$ cat src/rtl/circle_motion_ctrl.sv
// Button-driven circle-centre controller for a 640x480 VGA display.
// Buttons are synchronized and debounced, then the position steps once per frame (or every N frames).

module cmc_debounce #(
    parameter int DEBOUNCE_CYCLES = 500000
) (
    input  logic clk50,
    input  logic reset,
    input  logic btn_i,
    output logic deb_o
);
    localparam int CW = (DEBOUNCE_CYCLES > 1) ? $clog2(DEBOUNCE_CYCLES) : 1;

    logic [1:0]    sync_q, sync_d;
    logic          deb_q, deb_d;
    logic [CW-1:0] cnt_q, cnt_d;

    always_comb begin
        sync_d = {sync_q[0], btn_i};
        deb_d  = deb_q;
        cnt_d  = cnt_q;
        if (sync_q[1] == deb_q) begin
            cnt_d = '0;
        end else if (cnt_q == CW'(DEBOUNCE_CYCLES - 1)) begin
            deb_d = sync_q[1];
            cnt_d = '0;
        end else begin
            cnt_d = cnt_q + 1'b1;
        end
    end

    always_ff @(posedge clk50) begin
        if (reset) begin
            sync_q <= '0;
            deb_q  <= 1'b0;
            cnt_q  <= '0;
        end else begin
            sync_q <= sync_d;
            deb_q  <= deb_d;
            cnt_q  <= cnt_d;
        end
    end

    assign deb_o = deb_q;
endmodule

module circle_motion_ctrl #(
    parameter int DEBOUNCE_CYCLES = 500000,
    parameter int STEP            = 2,
    parameter int FRAMES_PER_STEP = 1,
    parameter int RADIUS          = 20
) (
    input  logic       clk50,
    input  logic       reset,
    input  logic       movUp,
    input  logic       movDown,
    input  logic       movLeft,
    input  logic       movRight,
    input  logic       Vsync,
    output logic [8:0] CircleRow,
    output logic [9:0] CircleCol,
    output logic       moving
);
    localparam int NUM_BTN = 4;
    localparam int FW      = (FRAMES_PER_STEP > 1) ? $clog2(FRAMES_PER_STEP) : 1;

    localparam logic signed [11:0] STEP_S  = 12'(STEP);
    localparam logic signed [11:0] POS_MIN = 12'(RADIUS);
    localparam logic signed [11:0] COL_MAX = 12'(639 - RADIUS);
    localparam logic signed [11:0] ROW_MAX = 12'(479 - RADIUS);
    localparam logic [FW-1:0]      RELOAD  = FW'(FRAMES_PER_STEP - 1);

    typedef enum logic [1:0] {IDLE, WAIT_FRAME, UPDATE} state_t;

    // bit order: 0=up 1=down 2=left 3=right
    logic [NUM_BTN-1:0] btn_raw, deb;
    assign btn_raw = {movRight, movLeft, movDown, movUp};

    genvar g;
    generate
        for (g = 0; g < NUM_BTN; g++) begin : g_btn
            cmc_debounce #(.DEBOUNCE_CYCLES(DEBOUNCE_CYCLES)) u_deb (
                .clk50 (clk50),
                .reset (reset),
                .btn_i (btn_raw[g]),
                .deb_o (deb[g])
            );
        end
    endgenerate

    state_t          state_q, state_d;
    logic [FW-1:0]   fcnt_q, fcnt_d;
    logic [8:0]      row_q, row_d;
    logic [9:0]      col_q, col_d;
    logic            vs_q, vs_d;
    logic            tick_q, tick_d;
    logic signed [11:0] dx, dy, row_sum, col_sum;
    logic [8:0]      row_clamp;
    logic [9:0]      col_clamp;
    logic            active;

    assign vs_d   = Vsync;
    assign tick_d = vs_q & ~Vsync;

    always_comb begin
        dy = '0;
        dx = '0;
        if (deb[0] && !deb[1]) dy = -STEP_S;
        else if (deb[1] && !deb[0]) dy = STEP_S;
        if (deb[2] && !deb[3]) dx = -STEP_S;
        else if (deb[3] && !deb[2]) dx = STEP_S;
    end

    assign active = (dx != 0) || (dy != 0);

    // Saturating arithmetic: a step that would overshoot lands exactly on the limit.
    always_comb begin
        col_sum = $signed({2'b00, col_q}) + dx;
        row_sum = $signed({3'b000, row_q}) + dy;
        if (col_sum < POS_MIN)      col_clamp = 10'(RADIUS);
        else if (col_sum > COL_MAX) col_clamp = 10'(639 - RADIUS);
        else                        col_clamp = col_sum[9:0];
        if (row_sum < POS_MIN)      row_clamp = 9'(RADIUS);
        else if (row_sum > ROW_MAX) row_clamp = 9'(479 - RADIUS);
        else                        row_clamp = row_sum[8:0];
    end

    always_comb begin
        state_d = state_q;
        fcnt_d  = fcnt_q;
        row_d   = row_q;
        col_d   = col_q;
        case (state_q)
            IDLE: begin
                if (active) begin
                    state_d = WAIT_FRAME;
                    fcnt_d  = RELOAD;
                end
            end
            WAIT_FRAME: begin
                if (!active) begin
                    state_d = IDLE;
                end else if (tick_q) begin
                    if (fcnt_q == '0) state_d = UPDATE;
                    else              fcnt_d  = fcnt_q - 1'b1;
                end
            end
            UPDATE: begin
                row_d = row_clamp;
                col_d = col_clamp;
                if (active) begin
                    state_d = WAIT_FRAME;
                    fcnt_d  = RELOAD;
                end else begin
                    state_d = IDLE;
                end
            end
            default: state_d = IDLE;
        endcase
    end

    always_ff @(posedge clk50) begin
        if (reset) begin
            state_q <= IDLE;
            fcnt_q  <= '0;
            row_q   <= 9'd240;
            col_q   <= 10'd320;
            vs_q    <= 1'b1;
            tick_q  <= 1'b0;
        end else begin
            state_q <= state_d;
            fcnt_q  <= fcnt_d;
            row_q   <= row_d;
            col_q   <= col_d;
            vs_q    <= vs_d;
            tick_q  <= tick_d;
        end
    end

    assign CircleRow = row_q;
    assign CircleCol = col_q;
    assign moving    = (state_q != IDLE);
endmodule

$ cat config.mk
export PLATFORM = sky130hd
export DESIGN_NAME = circle_motion_ctrl
export DESIGN_NICKNAME = d
export VERILOG_FILES = /design/src/rtl/circle_motion_ctrl.sv
export SDC_FILE = /design/constraint.sdc
export NUM_CORES = 1
export LEC_CHECK = 0
export BUFFER_PORTS_ARGS = -buffer_cell sky130_fd_sc_hd__buf_2
export CAP_MARGIN = 15
export CORE_ASPECT_RATIO = 0.6
export CORE_MARGIN = 2
export CORE_UTILIZATION = 40
export DETAILED_ROUTE_END_ITERATION = 6
export GPL_TIMING_DRIVEN = 0
export PLACE_DENSITY = 0.6
export SETUP_SLACK_MARGIN = 0.3
export SYNTH_ARGS = -nofsm -noshare
export SYNTH_HDL_FRONTEND = slang
export SYNTH_SLANG_ARGS = --single-unit
$ cat constraint.sdc
create_clock -name clk50 -period 3.5 [get_ports clk50]
set_input_delay 0.175 -clock clk50 [delete_from_list [all_inputs] [get_ports clk50]]
set_output_delay 0.175 -clock clk50 [all_outputs]
set_load 0.01 [all_outputs]
==> impl_results.md <==
- YS warnings: 0
- Switch share: 0.226
- Ratio of cells with drive above 1 in the final layout: 0.179
- Synth Flop Type: dfxtp_1
- Wirelength per Cell: ~14 um
- Critical path arrival: roughly 3.6 ns
- Syn Inst Count: 716
- WP data required: ~3.8 ns
- Count of different cell masters after synthesis: 75
- P_leak: 2.52 nW
- Design area: slightly above 7000 um^2
- Final GP Congestion: about 0.96
- Synth area leader: dfxtp_1
- CTS max path bufs: 2
- Average size of a mapped cell: 8.33 um^2
- Clock share of power: 0.432
- Worst vdd ir: 0.248 mV
- Status: completed
- Final ANT Viol Nets: 0
- Fin crit period: around 3.3 ns
- Worst-Margin Slew: roughly 0.63 ns
- First-pass GRT wire length: roughly 24000 um
- H-tree depth: 3
- Slew Limit Fails: 0
- Antenna cells: 0
- Final period util: 0.952
- Max Clock Skew: approximately 0.0096 ns
- Clk_lat worst skew: approximately 0.35 ns
- Switching pwr: 0.520 mW
- Top cell type's share of synthesized area: 0.373
- Reg clk slew, reported paths: 0.07 ns
- I/O Pins: 27
- Vias post-DR: 5279
- Synth Register Bits: 111
- Worst Path Max Fanout: 7
- Crit. End Element: flip-flop
- Combinational fraction of design power: 0.014
- Initial antenna violation count: 0
- Ranking of synthesized cells by area: dfxtp_1, xor2_1, nor2_1
- DR pass1 iterations: 5
- Initial core utilization: 0.410
- Vias in the first global route: between 4k and 5k
- Int Power: around 1.8 mW
- WL final: between 10000 and 15000 um
- Hold Crit Class: primary input to flip-flop
- Flop pwr share: 0.554
- # rows: 34
- Area of the die: roughly 16000 um^2
- Area growth syn-to-layout: 19.4%
- Final setup vio count: 0
- Flop2flop setup slack: 0.17 ns
- Relative slew slack: 0.575
- Crit path kind: flip-flop to flip-flop
- Post-DP HPWL: 10100 um
- Iter 0 DRT Violations: around 400
- Crit path largest cell delay: 0.56 ns
- Drt via density: 5.38
- Power per cell area: around 320 nW/um^2
- Post-synth net total: 737
- Clock Sinks: 111
- GRT Overall Usage: 0.181
- # nets final: between 700 and 800
- Cts hold-fix bufs: 0
- CORE AREA: 14500 um^2
- Ys async rst share: 0
- Die Y: 98.6 um
- Post-synthesis sequential area ratio: 0.373
- Overflow left after global routing: 0
- RSZ-0062 raised after global routing: true
- Register Area: 2230 um^2
- Critical Path, Cell by Cell: inv_2 -> ha_4 -> buf_6 -> buf_8 -> buf_8 -> xor2_2 -> ha_4 -> nor4_4 -> nor4_4 -> nand3_1 -> o311ai_2 -> nand4b_1 -> o31ai_4 -> nor2_2 -> a221oi_2
- Number of synthesized flops with an enable pin: 0
- Detailed-route DRC error count: 0
- Placed cell area: 6360 um^2
- Hold Vio Cnt, Final: 0
- Die width: 162 um
- PortBufs: 26
- Clock root cell: clkbuf_16
- Largest net degree at the start of global routing: 21
- Multi-input gate area: roughly 3800 um^2
- Synth Cell Area: approximately 6000 um^2
- Final Util: 0.489
- Fmax: roughly 300 MHz
- Type of origin of the critical path: flip-flop
- Maxcap violations: 0
- Cts bufs inserted: 9
- CTS tree: built
- Fillers: 1374
- Slowest CP cell: nor4_4
[per-layer routing]
metal	vias up	track usage	wire, um
met3	10	0.0320	610
li1	2626	-	-
met2	131	0.283	6140
met5	-	0	0
met4	0	0.0334	116
met1	2512	0.264	7320
[final cells by class]
class	count	share of cell area
plain buffers	35	0.0250
well taps	198	0.0348
repair buffers	51	0.0452
clock buffers	9	0.0316
flip-flops and latches	111	0.313
multi-input cells	547	0.530
inverters	23	0.0121
clock inverters	7	0.00896
[cells in the mapped netlist (6+ instances only)]
master    number
nand2_1       51
nand4_1       13
xnor2_1       34
nor2_1       108
buf_2         11
nor4_1        10
or3_1         15
a21oi_1       34
dfxtp_1      111
xor2_1        50
nand3_1       37
o21ai_0       20
nor3_1        11
a21o_1         7
nor2b_1       19
inv_1         23
mux2i_1        6
and3_1        18
ha_1          13
clkbuf_1      18
o31ai_1        6
[cells by family (layout without fill, tap and decap cells)]
| logic type | after synthesis | in the layout | synth area share |
|---|---|---|---|
| fa+ha+maj | 14 | 14 | 0.0306 |
| compound gates | 127 | 127 | 0.154 |
| flops | 111 | 111 | 0.373 |
| simple gates | 315 | 315 | 0.268 |
| xor+xnor | 84 | 84 | 0.123 |
| mux | 7 | 7 | 0.0120 |
| buf+inv | 58 | 125 | 0.0396 |
[stage by stage]
stage | hold slack, ns | setup TNS, ns | total power [mW] | worst slack, ns | std cells
floorplan | 0.293 | 0 | 1.32 | 0.324 | 716
global placement | 0.399 | -1.57 | 1.33 | -0.285 | 940
detailed placement | 0.399 | -2.14 | 1.33 | -0.378 | 940
CTS | 0.0356 | 0 | 2.32 | 0.261 | 971
global route | 0.0408 | 0 | 2.38 | 0.0672 | 981
finish | 0.0389 | 0 | 2.30 | 0.167 | 981
[state kept, by name, indices dropped and copies added (netlist names)]
signal,flops
g_btn.u_deb.cnt_q,76
CircleCol,10
CircleRow,9
g_btn.u_deb.sync_q,8
g_btn.u_deb.deb_o,4
state_q,2
tick_q,1
vs_q,1
[what timing repair did]
item,CTS,global route
hold endpoints to repair,0,0
pin swaps,31,9
resized for setup,42,14
setup endpoints to repair,17,16
setup buffers,15,10
[final timing paths]
| path | from | end | cells after the start |
|---|---|---|---|
| setup / recovery | g_btn[3].u_deb.deb_o$_SDFFE_PP0P_ | CircleCol[5]$_SDFFE_PP0P_ | 15 |
| hold / removal | movRight | g_btn[3].u_deb.sync_q[0]$_SDFF_PP0_ | 2 |
| setup reg to reg | g_btn[3].u_deb.deb_o$_SDFFE_PP0P_ | CircleCol[5]$_SDFFE_PP0P_ | 15 |
| hold reg to reg | vs_q$_SDFF_PP1_ | tick_q$_SDFF_PP0_ | 2 |
[layout by cell type (no fill, tap or decap), types with 10 or more instances in the layout]
master / n
or3_1: 15
buf_4: 25
nor3_1: 10
a21oi_1: 33
dfxtp_1: 107
nand3_1: 37
nand2_1: 50
o21ai_0: 19
nor2b_1: 19
nand4_1: 13
xnor2_1: 31
buf_2: 34
xor2_1: 47
and3_1: 17
inv_1: 20
clkbuf_1: 17
nor2_1: 107
[power by group through the flow]
stage,sequential [mW],clock [mW],combinational [mW]
5_1_grt,1.27,1.08,0.0352
3_5_place_dp,1.30,0,0.0317
4_1_cts,1.27,1.01,0.0320
3_3_place_gp,1.30,0,0.0311
6_report,1.27,0.993,0.0315
2_1_floorplan,1.30,0,0.0194
[critical path: cells and delay by family, from the launching register on]
| family | cells | cell delay [ns] |
|---|---|---|
| AO/OA/AOI/OAI | 3 | 0.89 |
| adder cells (fa/ha/maj) | 2 | 0.35 |
| flip-flops | 1 | 0.34 |
| buffers and inverters | 4 | 0.39 |
| AND/OR/NAND/NOR | 5 | 1.12 |
| XOR/XNOR | 1 | 0.15 |
Note: power is estimated with default switching activity, not from simulation.
